===== src/rtl/ppg_pkg.sv =====
// ppg_pkg: shared state encoding, datapath widths and divider width derivation for the SpO2 ratio unit
package ppg_pkg;
    typedef enum logic [2:0] {IDLE, ACCUM, MULT, DIVIDE, DONE} state_t;
    localparam int ADC_W  = 8;
    localparam int PROD_W = 16;
    function automatic int num_w(input int frac);
        return PROD_W + frac;
    endfunction
endpackage


===== src/rtl/seq_divider.sv =====
// seq_divider: restoring shift-subtract divider, one quotient bit per clock
// Ports: CLK/rst_n clock and async active-low reset; clr abandons a running divide;
//   start loads num/den (ignored when den is zero); done is high in the final
//   iteration cycle with quot valid combinationally; dbz flags a zero den input.
module seq_divider
    import ppg_pkg::*;
#(
    parameter int NUM_W = 22,
    parameter int DEN_W = PROD_W
) (
    input  logic             CLK,
    input  logic             rst_n,
    input  logic             clr,
    input  logic             start,
    input  logic [NUM_W-1:0] num,
    input  logic [DEN_W-1:0] den,
    output logic             done,
    output logic [NUM_W-1:0] quot,
    output logic             dbz
);
    localparam int CNT_W = $clog2(NUM_W);

    logic [NUM_W-1:0] dvd_q, dvd_d;
    logic [DEN_W-1:0] rem_q, rem_d, den_q, den_d;
    logic [CNT_W-1:0] cnt_q, cnt_d;
    logic             run_q, run_d;
    logic [DEN_W:0]   trial;
    logic             ge;

    // dvd_q shifts dividend bits out of the top while quotient bits enter at the bottom
    always_comb begin
        trial = {rem_q, dvd_q[NUM_W-1]};
        ge    = trial >= {1'b0, den_q};
        quot  = {dvd_q[NUM_W-2:0], ge};
        done  = run_q && (cnt_q == CNT_W'(NUM_W - 1));
        dbz   = (den == '0);
        dvd_d = dvd_q;
        rem_d = rem_q;
        den_d = den_q;
        cnt_d = cnt_q;
        run_d = run_q;
        if (clr) begin
            run_d = 1'b0;
        end else if (start) begin
            run_d = !dbz;
            dvd_d = num;
            rem_d = '0;
            den_d = den;
            cnt_d = '0;
        end else if (run_q) begin
            dvd_d = quot;
            rem_d = DEN_W'(ge ? trial - {1'b0, den_q} : trial);
            cnt_d = cnt_q + CNT_W'(1);
            run_d = !done;
        end
    end

    always_ff @(posedge CLK or negedge rst_n) begin
        if (!rst_n) begin
            dvd_q <= '0;
            rem_q <= '0;
            den_q <= '0;
            cnt_q <= '0;
            run_q <= 1'b0;
        end else begin
            dvd_q <= dvd_d;
            rem_q <= rem_d;
            den_q <= den_d;
            cnt_q <= cnt_d;
            run_q <= run_d;
        end
    end
endmodule


===== src/rtl/spo2_ratio_unit.sv =====
// spo2_ratio_unit: per-window AC/DC extraction of RED/IR PPG samples and ratio-of-ratios R
// Ports: CLK/rst_n clock and async active-low reset; enable runs the unit (low aborts to idle);
//   sample_valid/sample_is_red/sample_data ADC sample stream; AC_RED/AC_IR window max-min;
//   DC_RED/DC_IR window mean; R_ratio Q(8-FRAC).FRAC saturating; ratio_valid one-cycle
//   result strobe; div_err zero denominator; busy while computing a result.
// Build option PPG_PERFUSION_GATE_EN: skips the divide for windows whose AC is below MIN_AC
//   and reports them on the extra low_perf output.
module spo2_ratio_unit
    import ppg_pkg::*;
#(
    parameter int WIN_LOG2 = 5,
    parameter int FRAC     = 6,
    parameter int MIN_AC   = 4
) (
    input  logic             CLK,
    input  logic             rst_n,
    input  logic             enable,
    input  logic             sample_valid,
    input  logic             sample_is_red,
    input  logic [ADC_W-1:0] sample_data,
    output logic [ADC_W-1:0] AC_RED,
    output logic [ADC_W-1:0] AC_IR,
    output logic [ADC_W-1:0] DC_RED,
    output logic [ADC_W-1:0] DC_IR,
    output logic [ADC_W-1:0] R_ratio,
    output logic             ratio_valid,
    output logic             div_err,
    output logic             busy
`ifdef PPG_PERFUSION_GATE_EN
    ,
    output logic             low_perf
`endif
);
    localparam int NUM_W = num_w(FRAC);
    localparam int SUM_W = ADC_W + WIN_LOG2;
    localparam int CNT_W = WIN_LOG2 + 1;
    localparam logic [CNT_W-1:0] WIN = {1'b1, {WIN_LOG2{1'b0}}};

    state_t state_q, state_d;
    // index 1 = RED, index 0 = IR
    logic [1:0][ADC_W-1:0] max_q, max_d, min_q, min_d;
    logic [1:0][SUM_W-1:0] sum_q, sum_d;
    logic [1:0][CNT_W-1:0] cnt_q, cnt_d;
    logic [ADC_W-1:0] ac_red_q, ac_red_d, ac_ir_q, ac_ir_d, dc_red_q, dc_red_d, dc_ir_q, dc_ir_d;
    logic [ADC_W-1:0] r_q, r_d, r_new;
    logic             err_q, err_d, err_new;
    logic [ADC_W-1:0] ac_r, ac_i, dc_r, dc_i;
    logic [PROD_W-1:0] num, den;
    logic             load, clr, gate, div_start, div_done, div_dbz;
    logic [NUM_W-1:0] quot;

`ifdef PPG_PERFUSION_GATE_EN
    logic lp_q, lp_d;
    assign gate = (ac_r < ADC_W'(MIN_AC)) || (ac_i < ADC_W'(MIN_AC));
    assign lp_d = load ? gate : lp_q;
    assign low_perf = lp_q;
    always_ff @(posedge CLK or negedge rst_n) begin
        if (!rst_n) lp_q <= 1'b0;
        else        lp_q <= lp_d;
    end
`else
    logic unused_min_ac;
    assign gate = 1'b0;
    assign unused_min_ac = |ADC_W'(MIN_AC);
`endif

    assign ac_r = max_q[1] - min_q[1];
    assign ac_i = max_q[0] - min_q[0];
    assign dc_r = sum_q[1][WIN_LOG2 +: ADC_W];
    assign dc_i = sum_q[0][WIN_LOG2 +: ADC_W];
    assign num  = PROD_W'(ac_r) * PROD_W'(dc_i);
    assign den  = PROD_W'(ac_i) * PROD_W'(dc_red_src());

    function automatic logic [ADC_W-1:0] dc_red_src();
        return dc_r;
    endfunction

    seq_divider #(.NUM_W(NUM_W), .DEN_W(PROD_W)) u_div (
        .CLK   (CLK),
        .rst_n (rst_n),
        .clr   (!enable),
        .start (div_start),
        .num   ({num, {FRAC{1'b0}}}),
        .den   (den),
        .done  (div_done),
        .quot  (quot),
        .dbz   (div_dbz)
    );

    always_comb begin
        state_d   = state_q;
        max_d     = max_q;
        min_d     = min_q;
        sum_d     = sum_q;
        cnt_d     = cnt_q;
        ac_red_d  = ac_red_q;
        ac_ir_d   = ac_ir_q;
        dc_red_d  = dc_red_q;
        dc_ir_d   = dc_ir_q;
        r_d       = r_q;
        err_d     = err_q;
        r_new     = r_q;
        err_new   = 1'b0;
        load      = 1'b0;
        clr       = 1'b0;
        div_start = 1'b0;
        case (state_q)
            IDLE: state_d = ACCUM;
            ACCUM: begin
                if (sample_valid && cnt_q[sample_is_red] != WIN) begin
                    max_d[sample_is_red] = sample_data > max_q[sample_is_red] ? sample_data : max_q[sample_is_red];
                    min_d[sample_is_red] = sample_data < min_q[sample_is_red] ? sample_data : min_q[sample_is_red];
                    sum_d[sample_is_red] = sum_q[sample_is_red] + SUM_W'(sample_data);
                    cnt_d[sample_is_red] = cnt_q[sample_is_red] + CNT_W'(1);
                end
                if (cnt_q[0] == WIN && cnt_q[1] == WIN) state_d = MULT;
            end
            MULT: begin
                // low perfusion and zero denominator both bypass the divider
                if (gate || div_dbz) begin
                    load    = 1'b1;
                    state_d = DONE;
                    r_new   = gate ? r_q : '1;
                    err_new = !gate;
                end else begin
                    div_start = 1'b1;
                    state_d   = DIVIDE;
                end
            end
            DIVIDE: begin
                if (div_done) begin
                    load    = 1'b1;
                    state_d = DONE;
                    r_new   = quot > NUM_W'(255) ? '1 : quot[ADC_W-1:0];
                end
            end
            DONE: begin
                clr     = 1'b1;
                state_d = ACCUM;
            end
            default: state_d = IDLE;
        endcase
        if (!enable) begin
            state_d = IDLE;
            load    = 1'b0;
            clr     = 1'b1;
        end
        if (clr) begin
            max_d = '0;
            min_d = '1;
            sum_d = '0;
            cnt_d = '0;
        end
        if (load) begin
            ac_red_d = ac_r;
            ac_ir_d  = ac_i;
            dc_red_d = dc_r;
            dc_ir_d  = dc_i;
            r_d      = r_new;
            err_d    = err_new;
        end
    end

    always_ff @(posedge CLK or negedge rst_n) begin
        if (!rst_n) begin
            state_q  <= IDLE;
            max_q    <= '0;
            min_q    <= '1;
            sum_q    <= '0;
            cnt_q    <= '0;
            ac_red_q <= '0;
            ac_ir_q  <= '0;
            dc_red_q <= '0;
            dc_ir_q  <= '0;
            r_q      <= '0;
            err_q    <= 1'b0;
        end else begin
            state_q  <= state_d;
            max_q    <= max_d;
            min_q    <= min_d;
            sum_q    <= sum_d;
            cnt_q    <= cnt_d;
            ac_red_q <= ac_red_d;
            ac_ir_q  <= ac_ir_d;
            dc_red_q <= dc_red_d;
            dc_ir_q  <= dc_ir_d;
            r_q      <= r_d;
            err_q    <= err_d;
        end
    end

    assign AC_RED      = ac_red_q;
    assign AC_IR       = ac_ir_q;
    assign DC_RED      = dc_red_q;
    assign DC_IR       = dc_ir_q;
    assign R_ratio     = r_q;
    assign div_err     = err_q;
    assign ratio_valid = (state_q == DONE);
    assign busy        = (state_q == MULT) || (state_q == DIVIDE) || (state_q == DONE);
endmodule


===== config.mk =====
export PLATFORM = sky130hd
export DESIGN_NAME = spo2_ratio_unit
export DESIGN_NICKNAME = d
export VERILOG_FILES = /design/src/rtl/ppg_pkg.sv /design/src/rtl/seq_divider.sv /design/src/rtl/spo2_ratio_unit.sv
export SDC_FILE = /design/constraint.sdc
export NUM_CORES = 1
export LEC_CHECK = 0
export BUFFER_PORTS_ARGS = -buffer_cell sky130_fd_sc_hd__buf_2
export CAP_MARGIN = 20
export CORE_AREA = 5 5 186 152
export CTS_BUF_LIST = sky130_fd_sc_hd__clkbuf_16
export CTS_CLUSTER_DIAMETER = 80
export DETAILED_ROUTE_END_ITERATION = 12
export DIE_AREA = 0 0 191 157
export PLACE_DENSITY = 0.83
export SLEW_MARGIN = 20
export SYNTH_ARGS = -nofsm -noshare
export SYNTH_HDL_FRONTEND = slang
export SYNTH_SLANG_ARGS = --single-unit

===== constraint.sdc =====
create_clock -name CLK -period 20.7 [get_ports CLK]
set_input_delay 1.035 -clock CLK [delete_from_list [all_inputs] [get_ports CLK]]
set_output_delay 1.035 -clock CLK [all_outputs]
set_load 0.03 [all_outputs]

# [Word-level counts from Yosys, hierarchy flattened]
# Cells that the tools add are included.
[word_totals] in_bits=13 output_inout_bits=43 regBits=174 elab_cells=126
[classes] n_eq_ne=12 addsub=6 multipliers=2 magnitude_cmp=6 n_reduce_logical=20 muxes=60
[op_table] operator="$mux 16" n=9
[op_table] operator="$mux 8" n=10
[op_table] operator="$mux 26" n=3
[op_table] operator="$mux 22" n=2
[op_table] operator="$mux 13" n=3
[op_table] operator="$mux 12" n=3
[op_table] operator="$bwmux 16" n=2
[op_table] operator="$mul 8x8->16" n=2
[op_table] operator="$bwmux 26" n=1
[op_table] operator="$gt 22x8->1 const B" n=1
[op_table] operator="$mux 6" n=3
[op_table] operator="$ge 17x16->1" n=1
[op_table] operator="$logic_not 16->1" n=1
[op_table] operator="$pmux 8 s2" n=1
[op_table] operator="$sub 16x16->16" n=1
[op_table] operator="$sub 8x8->8" n=2
[op_table] operator="$add 13x8->13" n=1
[op_table] operator="$demux 13 s1" n=1
[op_table] operator="$bwmux 12" n=1
[op_table] operator="$eq 6x6->1 const B" n=2
[op_table] operator="$mux 3" n=4
[op_table] operator="$pmux 3 s4" n=1
[op_table] operator="$mux 1" n=11
[op_table] operator="$mux 5" n=2
[op_table] operator="other kinds (24)" n=38

# [Longest topological paths before layout]
# Gate-level depths: netlist of run 1.
[depth] ltp_word=8 ltp_mapped=29

# [Cells and area by module]
# From an unflattened synthesis of run 1, not the netlist that was laid out.
[hier_totals] cells_unflattened=1613 area_unflattened_um2=14924.3
[by_module_without_submodules] module="spo2_ratio_unit" cells_each=1166 area_each_um2=11045.6 seq_area_each_um2=2872.8 n_inst=1
[by_module_without_submodules] module="seq_divider" cells_each=447 area_each_um2=3878.7 seq_area_each_um2=1501.4 n_inst=1

# [Worst setup path after synthesis of run 1]
# Ideal clock, no wire load.
[synth_path] path_type="register -> register" startpoint="register min_q[1] in the netlist's numbering" endpoint="register ac_ir_q[1], in the netlist AC_IR[1]" setup_slack_ns=14.027 path_stages_with_launch=28 t_arrival_ns=6.548 cell_sequence="dfstp_2 -> inv_1 -> ha_1 -> a21o_1 -> a21o_1 -> a21o_1 -> a21oi_1 -> o21ai_0 -> xnor2_1 -> and2_1 -> fa_1 -> fa_1 -> fa_1 -> inv_1 -> fa_1 -> inv_1 -> ha_1 -> o21a_1 -> nor2_1 -> a311oi_1 -> or3_1 -> a211oi_1 -> and4_1 -> buf_2 -> o211a_1 -> buf_6 -> buf_6 -> mux2_4"
[synth_between] elab_chain_cells=6
[synth_rtl] element="start: declaration" line="spo2_ratio_unit.sv:41" text="logic [1:0][ADC_W-1:0] max_q, max_d, min_q, min_d;"
[synth_rtl] element="start signal: assignment" line="spo2_ratio_unit.sv:180" text="min_q <= min_d;"
[synth_rtl] element="$sub 8x8->8 (*)" line="spo2_ratio_unit.sv:68" text="assign ac_i = max_q[0] - min_q[0];"
[synth_rtl] element="$mul 8x8->16" line="spo2_ratio_unit.sv:72" text="assign den = PROD_W'(ac_i) * PROD_W'(dc_red_src());"
[synth_rtl] element="$logic_not 16->1" line="seq_divider.sv:36" text="dbz = (den == '0);"
[synth_rtl] element="$mux 1" line="spo2_ratio_unit.sv:120" text="if (gate || div_dbz) begin"
[synth_rtl] element="$pmux 1 s2" line="spo2_ratio_unit.sv:107" text="case (state_q)"
[synth_rtl] element="$mux 1" line="spo2_ratio_unit.sv:143" text="if (!enable) begin"
[synth_rtl] element="end signal: assignment" line="spo2_ratio_unit.sv:184" text="ac_ir_q <= ac_ir_d;"
[synth_rtl] element="end: declaration" line="spo2_ratio_unit.sv:44" text="logic [ADC_W-1:0] ac_red_q, ac_red_d, ac_ir_q, ac_ir_d, dc_red_q, dc_red_d, dc_ir_q, dc_ir_d;"
# Mark *: on every way between the ends. The rest lies on a longest branch, timed or not.
# A chain may end at the register's enable or synchronous reset.

# [Final worst setup path of run 1]
[layout_path] startpoint="register min_q[1] in the netlist's numbering" endpoint="register dc_ir_q[7], in the netlist DC_IR[7]"
[layout_between] elab_chain_cells=6
[layout_rtl] element="$sub 8x8->8" line="spo2_ratio_unit.sv:68"
[layout_rtl] element="$mul 8x8->16" line="spo2_ratio_unit.sv:72"
[layout_rtl] element="$logic_not 16->1" line="seq_divider.sv:36"
[layout_rtl] element="$mux 1" line="spo2_ratio_unit.sv:120"
[layout_rtl] element="$pmux 1 s2" line="spo2_ratio_unit.sv:107"
[layout_rtl] element="$mux 1" line="spo2_ratio_unit.sv:143"
[layout_rtl] element="end signal: assignment" line="spo2_ratio_unit.sv:186" text="dc_ir_q <= dc_ir_d;"
[layout_rtl] element="end: declaration" line="spo2_ratio_unit.sv:44"
# No other way between the ends.

==> metrics.txt, run 1 <==
result of the run completed; global-route usage over all layers 0.239; slowest cell on the critical path sky130_fd_sc_hd__buf_4; worst clock skew on the final layout between 9 and 10 ps; Clock Latency Late Sink between 400 and 500 ps; setup slack after layout approximately 12000 ps; max cap viols 0; Num CTS Buffers 17; reg2reg path depth 26; peak clock frequency supported by timing roughly 120 MHz; core footprint between 0.02 and 0.03 mm²; maximum number of pins on one net before global-route repair 78; largest incremental delay on the critical path between 500 and 600 ps; count of cell types in the netlist between 70 and 80; dominant synthesized flop cell sky130_fd_sc_hd__dfrtp_1; clock slew at reported path FFs about 70 ps; vias approximately 11000; WP data arrival 8640 ps; most used cell, CP sky130_fd_sc_hd__fa_1; Cells after Synth between 1500 and 2000; number of sinks handled by clock tree synthesis 174; internal cell power 0.605 mW; total of cells resized after clock tree synthesis 0; synthesis-to-finish area growth 8.63%; routed length per placed instance between 15 and 20 µm; sequential cell area fraction in the yosys report 0.304; library cell used as clock root buffer sky130_fd_sc_hd__clkbuf_16; DRC 0; final design area excluding fillers about 0.016 mm²; power density relative to cell area between 50 and 60 mW/mm²; net load switching power about 0.22 mW; ratio of cells with drive above 1 in the final layout 0.124; leakage dissipation between 8 and 9 nW; Total Power Consumption between 0.8 and 0.9 mW; Antenna Cells 0; final estimated routing congestion in global placement about 0.88; Async S/R FF share, synth 1.00; ratio of routed vias to standard cells 5.90; Post-Syn Area between 0.01 and 0.015 mm²; DP Area ~0.015 mm²; post-layout net count roughly 1800; drt first pass iters 6; count of final max-slew check failures 0; H-tree level count 4; # port buffers 55; actual transition at the worst max-transition pin ~950 ps; number of enable-type register cells in the synthesized netlist 0; fraction of power consumed by sequential logic 0.426; die outline area ~0.030 mm²; top fanout value on the critical path 32; hold path depth 1; aggregate negative setup slack 0 ps; worst min path class reg -> reg; maximum clock path buffer count 2; mux share of post-synthesis cell area 0.0893; half-perimeter wire length of the detailed placement result 24900 µm; slew margin rel. 0.367; Ports 56; kind of start point of the critical path flip-flop; Switching Fraction 0.270; part of the power in combinational logic 0.117; Die Y 157 µm; global-route wire length before repair 58400 µm; TritonCTS clock tree yes; floorplan die width approximately 190 µm; Crit. path cell count 26; setup-violating endpoint count in the final report 0; Initial DRC Count 1199; Cell Count, Final, Fillers Out about 1900; number of nets in the synthesized netlist between 1500 and 2000; Placed Cells incl. Taps approximately 1900; dominant combinational cell family by area after synthesis adder cells; Compound-Gate Fraction of Synth Area 0.137; antenna violations before repair 0; number of storage elements in the synthesis netlist around 170; Buf+Inv Stages, Crit Path 5; XOR/XNOR share of the synthesized area 0.0359; worst endpoint required time 21040 ps; Clk network pwr share 0.457; post-placement setup slack 12530 ps; Max VDD drop 0.0615 mV; remaining global-route overflow 0; capturing element type of the critical path flip-flop; synth warn 0; row count 53; Antenna Nets Post-Route 0; number of buffers inserted by post-CTS setup repair 0; wire length reported by the detailed router roughly 35000 µm; via count of the first global-routing pass between 10000 and 15000; unrepaired setup endpoints after global routing no; Adder-Cell Fraction of Synth Area 0.218; Crit Path Category reg -> reg; share of synthesized cell area in and, or, nand and nor gates 0.151; Top Family by Delay on Critical Path adder cells; final cycle utilization of the critical path 0.401; Avg Cell Area, Syn 9.50 µm²; total count of hold-check failures in the final report 0; shortest clock period the worst path allows after layout 8300 ps; starting utilization of the core area 0.552; CTS Hold Buffers Added 0
stage by stage:
stage                     utilization  hold slack, ps
after floorplan                     -             457
after global placement          0.574             488
after detailed placement        0.574             491
after CTS                       0.600             514
after global routing            0.600             526
final                           0.600             509
placed cells by master (no fill, tap or decap), drive strengths merged, types with 15 or more instances in the layout:
| cell type | count |
|---|---|
| mux2i | 71 |
| dfstp | 16 |
| fa | 76 |
| or3 | 18 |
| mux2 | 41 |
| o21ai | 73 |
| xor2 | 20 |
| nand4 | 15 |
| a21o | 22 |
| nand3 | 30 |
| clkbuf | 17 |
| dfrtp | 158 |
| a21oi | 79 |
| buf | 73 |
| ha | 129 |
| nor2 | 90 |
| nand2 | 118 |
| o31ai | 15 |
| nor2b | 20 |
| inv | 170 |
| and2 | 70 |
| xnor2 | 39 |
synthesized netlist by cell type (all sizes together), types with 8 or more instances:
master   instances  area (µm²)
nand4           15        93.8
a31oi           10        68.8
dfstp           16         420
nor2            90         338
o21a            12        90.1
nand3           30         150
dfrtp          158        3950
o21bai           8        60.1
o211ai           9        67.6
or3             18         113
o21ai           73         365
mux2i           71         711
a21oi           79         395
or4              9        67.6
xnor2           39         342
inv            165         619
nand2b          14        87.6
nor3            13        65.1
ha             129        1610
o2bb2ai         12         105
clkbuf          51         191
and2            70         438
nor2b           20         125
fa              76        1520
nand2          118         443
xor2            20         175
a21o            22         165
mux2            41         574
o221a           13         146
o31ai           15         118
buf             21         128
final timing paths:
kind	start	end	slack, ps
min in group asynchronous	rst_n	u_div.rem_q[6]	590
hold / removal	DC_IR[7]	DC_IR[7]	510
max in group asynchronous	rst_n	sum_q[17]	18280
setup / recovery	min_q[1]	DC_IR[7]	12400
hold reg to reg	DC_IR[7]	DC_IR[7]	510
setup reg to reg	min_q[1]	DC_IR[7]	12400
routing by layer:
layer	share of wire	wire length (µm)	global-route usage	vias up
met5	0	0	0	-
met3	0.073	2530	0.0512	73
met2	0.46	16000	0.383	439
li1	-	-	-	5232
met1	0.44	15000	0.324	5493
met4	0.027	936	0.0838	0
layout make-up:
type                            instances  area [µm²]
Clock inverter                         15         256
Tap cell                              357         447
Multi-Input combinational cell       1104        9100
Clock buffer                           17         425
Fill cell                            2113       10400
Inverter                              165         619
Timing Repair Buffer                   73         417
Sequential cell                       174        4370
registers in the layout, summed over array words and instances, names as in the netlist, 10 cells and up:
name and cells:
sum_q 10, u_div.den_q 16, u_div.dvd_q 22, u_div.rem_q 16
min_q 16, cnt_q 12, max_q 16
cell families (layout without fill, tap and decap cells):
| logic type | after synthesis | count (layout) |
|---|---|---|
| flip-flops | 174 | 174 |
| multiplexers | 112 | 112 |
| XOR/XNOR | 59 | 59 |
| AO/OA/AOI/OAI | 297 | 297 |
| AND/OR/NAND/NOR | 431 | 431 |
| buffers and inverters | 237 | 270 |
| adder cells (fa/ha/maj) | 205 | 205 |
power groups by stage:
stage | registers [mW] | clock network, mW | logic [mW]
4_1_cts | 0.353 | 0.382 | 0.0955
6_report | 0.353 | 0.379 | 0.0966
3_5_place_dp | 0.360 | 0 | 0.0948
3_3_place_gp | 0.359 | 0 | 0.0916
5_1_grt | 0.354 | 0.397 | 0.107
2_1_floorplan | 0.355 | 0 | 0.0642
worst reg2reg max path, cell delays in order (launching register included):
cell and delay, ps:
sky130_fd_sc_hd__dfstp_2 550, sky130_fd_sc_hd__inv_1 70, sky130_fd_sc_hd__ha_1 280, sky130_fd_sc_hd__a21o_1 160, sky130_fd_sc_hd__a21o_1 190, sky130_fd_sc_hd__a21o_1 170
sky130_fd_sc_hd__a21oi_1 220, sky130_fd_sc_hd__o21ai_0 150, sky130_fd_sc_hd__xnor2_1 570, sky130_fd_sc_hd__and2_1 250, sky130_fd_sc_hd__fa_1 440, sky130_fd_sc_hd__fa_1 500
sky130_fd_sc_hd__fa_1 570, sky130_fd_sc_hd__inv_1 60, sky130_fd_sc_hd__fa_1 530, sky130_fd_sc_hd__inv_1 40, sky130_fd_sc_hd__ha_1 360, sky130_fd_sc_hd__o21a_1 210
sky130_fd_sc_hd__nor2_1 150, sky130_fd_sc_hd__a311oi_1 80, sky130_fd_sc_hd__or3_1 350, sky130_fd_sc_hd__a211oi_1 280, sky130_fd_sc_hd__and4_1 220, sky130_fd_sc_hd__buf_4 310
sky130_fd_sc_hd__o211a_2 480, sky130_fd_sc_hd__buf_4 590, sky130_fd_sc_hd__mux2_2 430
Note: power is estimated with default switching activity, not from simulation.
==> run 2, diff against run 1 <==
clock period = 8.4 ns   (was 20.7 ns; I/O delays follow)
==> metrics.txt, run 2 (synthesized netlist as in run 1, its figures left out) <==
H-tree level count 4 (unchanged); synthesis-to-finish area growth 8.10%; Placed Cells incl. Taps 1876 (+0.16%); final design area excluding fillers 0.0156 mm² (-0.49%); core footprint 0.0261 mm² (unchanged); leading cell type in the layout, fill and taps excluded sky130_fd_sc_hd__inv_1; shortest clock period the worst path allows after layout 7600 ps (-698 ps); via count of the first global-routing pass 11400 (-1.6%); floorplan die width 191 µm (unchanged); library cell used as clock root buffer sky130_fd_sc_hd__clkbuf_16; worst clock skew on the final layout 10.4 ps (+0.983 ps); vias 11300 (+0.27%); Final Util 0.597 (-0.00293); footprint of the multi-input gates 0.00910 mm² (unchanged); slew margin rel. 0.365 (-0.00219); Max VDD drop 0.151 mV (+150%); Antenna Nets Post-Route 0 (unchanged); actual transition at the worst max-transition pin 952 ps (+6.49 ps); count of final max-slew check failures 0 (unchanged); R2R Setup Slk 800 ps (-11600 ps); peak clock frequency supported by timing 132 MHz (+9.2%); DRC 0 (unchanged); die outline area 0.0300 mm² (unchanged); Num CTS Buffers 17 (unchanged); row count 53 (unchanged); global-route wire length before repair 57600 µm (-1.4%); leakage dissipation 8.10 nW (-0.46%); area taken by flip-flops and latches 0.00437 mm² (unchanged); Initial DRC Count 1082 (-9.8%); Fin Hold WS 108 ps (-401 ps); setup-violating endpoint count in the final report 0 (unchanged); max cap viols 0 (unchanged); destination of the worst register-to-register timing path R_ratio[6]; total of cells resized after clock tree synthesis 0 (unchanged); post-layout net count 1756 (+0.17%); maximum clock path buffer count 2 (unchanged); final cycle utilization of the critical path 0.905 (+0.504); Crit Path Category reg -> reg; Cell Count, Final, Fillers Out 1907 (+0.10%); number of buffers inserted by post-CTS setup repair 0 (unchanged); max FFs per register 22 (unchanged); worst min path class in -> async; # port buffers 55 (unchanged); top fanout value on the critical path 16 (-50%); TritonCTS clock tree yes; ratio of routed vias to standard cells 5.91 (+0.16%); antenna violations before repair 0 (unchanged); Total Power Consumption 1.92 mW (+130%); DP Area 0.0150 mm² (+0.15%); unrepaired setup endpoints after global routing no; maximum number of pins on one net before global-route repair 105 (+35%); wire length reported by the detailed router 34400 µm (-0.44%); launch point of the worst reg-to-reg path min_q[1]; CTS Hold Buffers Added 0 (unchanged); capturing element type of the critical path flip-flop; starting utilization of the core area 0.552 (unchanged); total count of hold-check failures in the final report 0 (unchanged); top library cells by usage in the layout, fill and taps aside sky130_fd_sc_hd__inv_1 (163), sky130_fd_sc_hd__dfrtp_1 (158), sky130_fd_sc_hd__ha_1 (129); power density relative to cell area 123 mW/mm² (+130%); reg2reg path depth 26 (unchanged); remaining global-route overflow 0 (unchanged); setup slack after layout 798 ps (-11600 ps); clock slew at reported path FFs 70 ps (about the same); half-perimeter wire length of the detailed placement result 24900 µm (-0.11%); aggregate negative setup slack 0 ps (unchanged); Ports 56 (unchanged); number of sinks handled by clock tree synthesis 174 (unchanged); final estimated routing congestion in global placement 0.897 (+1.5%); post-placement setup slack 878 ps (-11650 ps); Die Y 157 µm (unchanged); worst endpoint required time 8750 ps (-12290 ps); kind of start point of the critical path flip-flop; Antenna Cells 0 (unchanged); Clock Latency Late Sink 440 ps (about the same); drt first pass iters 5 (-1); largest reg by FF count u_div.dvd_q; routed length per placed instance 18.0 µm (-0.54%); global-route usage over all layers 0.234 (-0.00409); ratio of cells with drive above 1 in the final layout 0.125 (+0.00113); WP data arrival 7960 ps (-680 ps); result of the run completed; filler cell count 2107 (-0.28%)
## run 2: cell count changes in the layout (fill, tap and decap cells not counted), sizes merged
| cell | delta |
|---|---|
| bufinv | -4 |
| clkinv | +1 |
| clkinvlp | +2 |
| buf | +3 |
## run 2: cell type report
| cell class | count | share of cell area |
|---|---|---|
| Multi-Input combinational cell | 1104 | 0.585 |
| Sequential cell | 174 | 0.281 |
| Clock inverter | 14 | 0.0101 |
| Timing Repair Buffer | 76 | 0.0282 |
| Tap cell | 357 | 0.0287 |
| Clock buffer | 17 | 0.0273 |
| Inverter | 165 | 0.0398 |
## run 2: worst max path at each step
stage / from / to / cells past startpoint
final: min_q[1] / R_ratio[6] / 26
after global placement: min_q[1] / AC_RED[0] / 26
after detailed placement: min_q[1] / R_ratio[2] / 26
after CTS: min_q[1] / R_ratio[6] / 26
after floorplan: min_q[1] / AC_IR[1] / 27
after global routing: min_q[1] / R_ratio[3] / 26
## run 2: layer usage
metal  wire (µm)  vias up  track usage
met2       16100      401        0.382
li1            -     5237            -
met1       15300     5577        0.322
met4         775        0       0.0663
met3        2160       52       0.0457
met5           0        -            0
## run 2: worst max-delay path, cell delays in order, from the launching register on
cell	delay, ps
sky130_fd_sc_hd__dfstp_2	540
sky130_fd_sc_hd__inv_1	70
sky130_fd_sc_hd__ha_1	270
sky130_fd_sc_hd__a21o_1	150
sky130_fd_sc_hd__a21o_1	190
sky130_fd_sc_hd__a21o_1	190
sky130_fd_sc_hd__a21oi_1	210
sky130_fd_sc_hd__o21ai_0	150
sky130_fd_sc_hd__xnor2_1	530
sky130_fd_sc_hd__and2_1	240
sky130_fd_sc_hd__fa_1	430
sky130_fd_sc_hd__fa_1	470
sky130_fd_sc_hd__fa_1	540
sky130_fd_sc_hd__inv_1	60
sky130_fd_sc_hd__fa_1	540
sky130_fd_sc_hd__inv_1	40
sky130_fd_sc_hd__ha_1	370
sky130_fd_sc_hd__o21a_1	210
sky130_fd_sc_hd__nor2_1	130
sky130_fd_sc_hd__a311oi_1	70
sky130_fd_sc_hd__or3_1	360
sky130_fd_sc_hd__a211oi_1	300
sky130_fd_sc_hd__and4_1	260
sky130_fd_sc_hd__o211a_2	340
sky130_fd_sc_hd__buf_4	380
sky130_fd_sc_hd__buf_4	260
sky130_fd_sc_hd__mux2i_1	210
## run 2: where the power goes
part,internal (mW),switching (mW)
registers,0.853,0.0185
clock network,0.442,0.363
logic,0.0765,0.164
==> run 3, diff against run 2 <==
RECOVER_POWER = 100   (was unset)
==> metrics.txt, run 3 (synthesized netlist as in run 1, its figures left out) <==
synthesis-to-finish area growth 6.81%; hold path startpoint sample_data[0]; actual transition at the worst max-transition pin 5540 ps (+4580 ps); routed length per placed instance 18.0 µm (-0.18%); die outline area 0.0300 mm² (unchanged); library cell used as clock root buffer sky130_fd_sc_hd__clkbuf_16; Ports 56 (unchanged); DRC 0 (unchanged); Top Family by Delay on Critical Path adder cells; antenna violations before repair 0 (unchanged); Antenna Cells 0 (unchanged); final cycle utilization of the critical path 0.915 (+0.00975); number of sinks handled by clock tree synthesis 174 (unchanged); Die Y 157 µm (unchanged); Initial DRC Count 1087 (+0.46%); Placed Cells incl. Taps 1876 (unchanged); core footprint 0.0261 mm² (unchanged); remaining global-route overflow 0 (unchanged); Cell Count, Final, Fillers Out 1907 (unchanged); Hold Path Sink min_q[8]; Buf+Inv Stages, Crit Path 5 (unchanged); aggregate negative setup slack 0 ps (unchanged); failing checks max-capacitance violations, max-slew violations; max cap viols 4 (+4); power density relative to cell area 125 mW/mm² (+1.2%); maximum number of pins on one net before global-route repair 105 (unchanged); wire length reported by the detailed router 34300 µm (-0.18%); global-route usage over all layers 0.234 (unchanged); via count of the first global-routing pass 11400 (unchanged); top library cells by usage in the layout, fill and taps aside sky130_fd_sc_hd__inv_1 (163), sky130_fd_sc_hd__dfrtp_1 (158), sky130_fd_sc_hd__ha_1 (129); filler cell count 2176 (+3.3%); global-route wire length before repair 57600 µm (unchanged); Antenna Nets Post-Route 0 (unchanged); unrepaired setup endpoints after global routing no; shortest clock period the worst path allows after layout 7680 ps (+81.9 ps); R2R Setup Slk 720 ps (-80 ps); area taken by flip-flops and latches 0.00437 mm² (unchanged); total count of hold-check failures in the final report 0 (unchanged); capturing element type of the critical path flip-flop; Clock Latency Late Sink 440 ps (about the same); reg2reg path depth 26 (unchanged); kind of start point of the critical path flip-flop; total of cells resized after clock tree synthesis 0 (unchanged); footprint of the multi-input gates 0.00899 mm² (-1.2%); largest incremental delay on the critical path 560 ps (+20 ps); TritonCTS clock tree yes; most used cell, CP sky130_fd_sc_hd__fa_1; starting utilization of the core area 0.552 (unchanged); floorplan die width 191 µm (unchanged); Max VDD drop 0.151 mV (-0.23%); vias 11300 (+0.027%); ratio of routed vias to standard cells 5.91 (about the same); leakage dissipation 7.94 nW (-2.0%); maximum clock path buffer count 2 (unchanged); half-perimeter wire length of the detailed placement result 24900 µm (unchanged); post-layout net count 1756 (unchanged); final estimated routing congestion in global placement 0.897 (unchanged); # port buffers 55 (unchanged); leading cell type in the layout, fill and taps excluded sky130_fd_sc_hd__inv_1; result of the run complete, but fails checks; row count 53 (unchanged); hold path depth 3; count of final max-slew check failures 262 (+262); H-tree level count 4 (unchanged); Num CTS Buffers 17 (unchanged); max FFs per register 22 (unchanged); CTS Hold Buffers Added 0 (unchanged); top fanout value on the critical path 31 (+15); ratio of cells with drive above 1 in the final layout 0.0748 (-0.0503); number of buffers inserted by post-CTS setup repair 0 (unchanged); slowest cell on the critical path sky130_fd_sc_hd__o31ai_4; Crit Path Category reg -> reg; setup-violating endpoint count in the final report 0 (unchanged); clock slew at reported path FFs 70 ps (about the same); worst endpoint required time 8670 ps (-80 ps); drt first pass iters 6 (+1); peak clock frequency supported by timing 130 MHz (-1.1%); launch point of the worst reg-to-reg path min_q[1]; destination of the worst register-to-register timing path u_div.cnt_q[1]; slew margin rel. -2.69 (-3.06); worst clock skew on the final layout 10.6 ps (+0.162 ps); largest reg by FF count u_div.dvd_q; worst min path class in -> reg; WP data arrival 7950 ps (about the same)
-- run 3: how the worst max path moves through the flow --
stage | startpoint | endpoint | depth (start not counted)
after floorplan | min_q[1] | AC_IR[1] | 27
after global placement | min_q[1] | AC_RED[0] | 26
after CTS | min_q[1] | R_ratio[6] | 26
after global routing | min_q[1] | u_div.cnt_q[1] | 26
after detailed placement | min_q[1] | R_ratio[2] | 26
final | min_q[1] | u_div.cnt_q[1] | 26
-- run 3: layout make-up --
cell class / instances / share of cell area
clock buffers: 17 / 0.0277
repair buffers: 76 / 0.0234
well taps: 357 / 0.0291
inverters: 165 / 0.0403
flip-flops and latches: 174 / 0.284
multi-input cells: 1104 / 0.585
clock inverters: 14 / 0.0103
-- run 3: report_power, final --
group / total (mW) / internal (mW) / switching [mW]
Combinational: 0.240 / 0.0763 / 0.164
Sequential: 0.871 / 0.853 / 0.0186
Clock: 0.805 / 0.442 / 0.363
Total: 1.92 / 1.37 / 0.545
-- run 3: worst reg2reg max path: stages (launching register included) --
cell and delay [ps]:
sky130_fd_sc_hd__dfstp_1 540, sky130_fd_sc_hd__inv_1 80, sky130_fd_sc_hd__ha_1 270, sky130_fd_sc_hd__a21o_1 150
sky130_fd_sc_hd__a21o_1 190, sky130_fd_sc_hd__a21o_1 190, sky130_fd_sc_hd__a21oi_1 210, sky130_fd_sc_hd__o21ai_0 140
sky130_fd_sc_hd__xnor2_1 540, sky130_fd_sc_hd__and2_0 240, sky130_fd_sc_hd__fa_1 430, sky130_fd_sc_hd__fa_1 470
sky130_fd_sc_hd__fa_1 540, sky130_fd_sc_hd__inv_1 60, sky130_fd_sc_hd__fa_1 530, sky130_fd_sc_hd__inv_1 40
sky130_fd_sc_hd__ha_1 360, sky130_fd_sc_hd__a21oi_1 160, sky130_fd_sc_hd__o211ai_1 140, sky130_fd_sc_hd__a211o_1 290
sky130_fd_sc_hd__and3_1 160, sky130_fd_sc_hd__and3_1 190, sky130_fd_sc_hd__and4_1 190, sky130_fd_sc_hd__buf_4 230
sky130_fd_sc_hd__o31ai_4 570, sky130_fd_sc_hd__clkbuf_2 480, sky130_fd_sc_hd__o22ai_1 140
-- run 3: through the flow --
stage,total power [mW],setup WS (ps),hold WS (ps),cell area (µm²),utilization
2_1_floorplan,1.03,1730,124,14400,-
5_1_grt,1.99,200,317,15400,0.590
3_3_place_gp,1.11,1160,484,15000,0.575
4_1_cts,1.92,858,142,15600,0.597
6_report,1.92,716,318,15400,0.590
3_5_place_dp,1.12,878,490,15000,0.575
-- run 3: routing by layer --
layer | track usage | wire length (µm) | up-vias
met5 | 0 | 0 | -
met2 | 0.382 | 16100 | 385
met3 | 0.0457 | 2030 | 56
met4 | 0.0663 | 839 | 0
li1 | - | - | 5230
met1 | 0.322 | 15300 | 5599
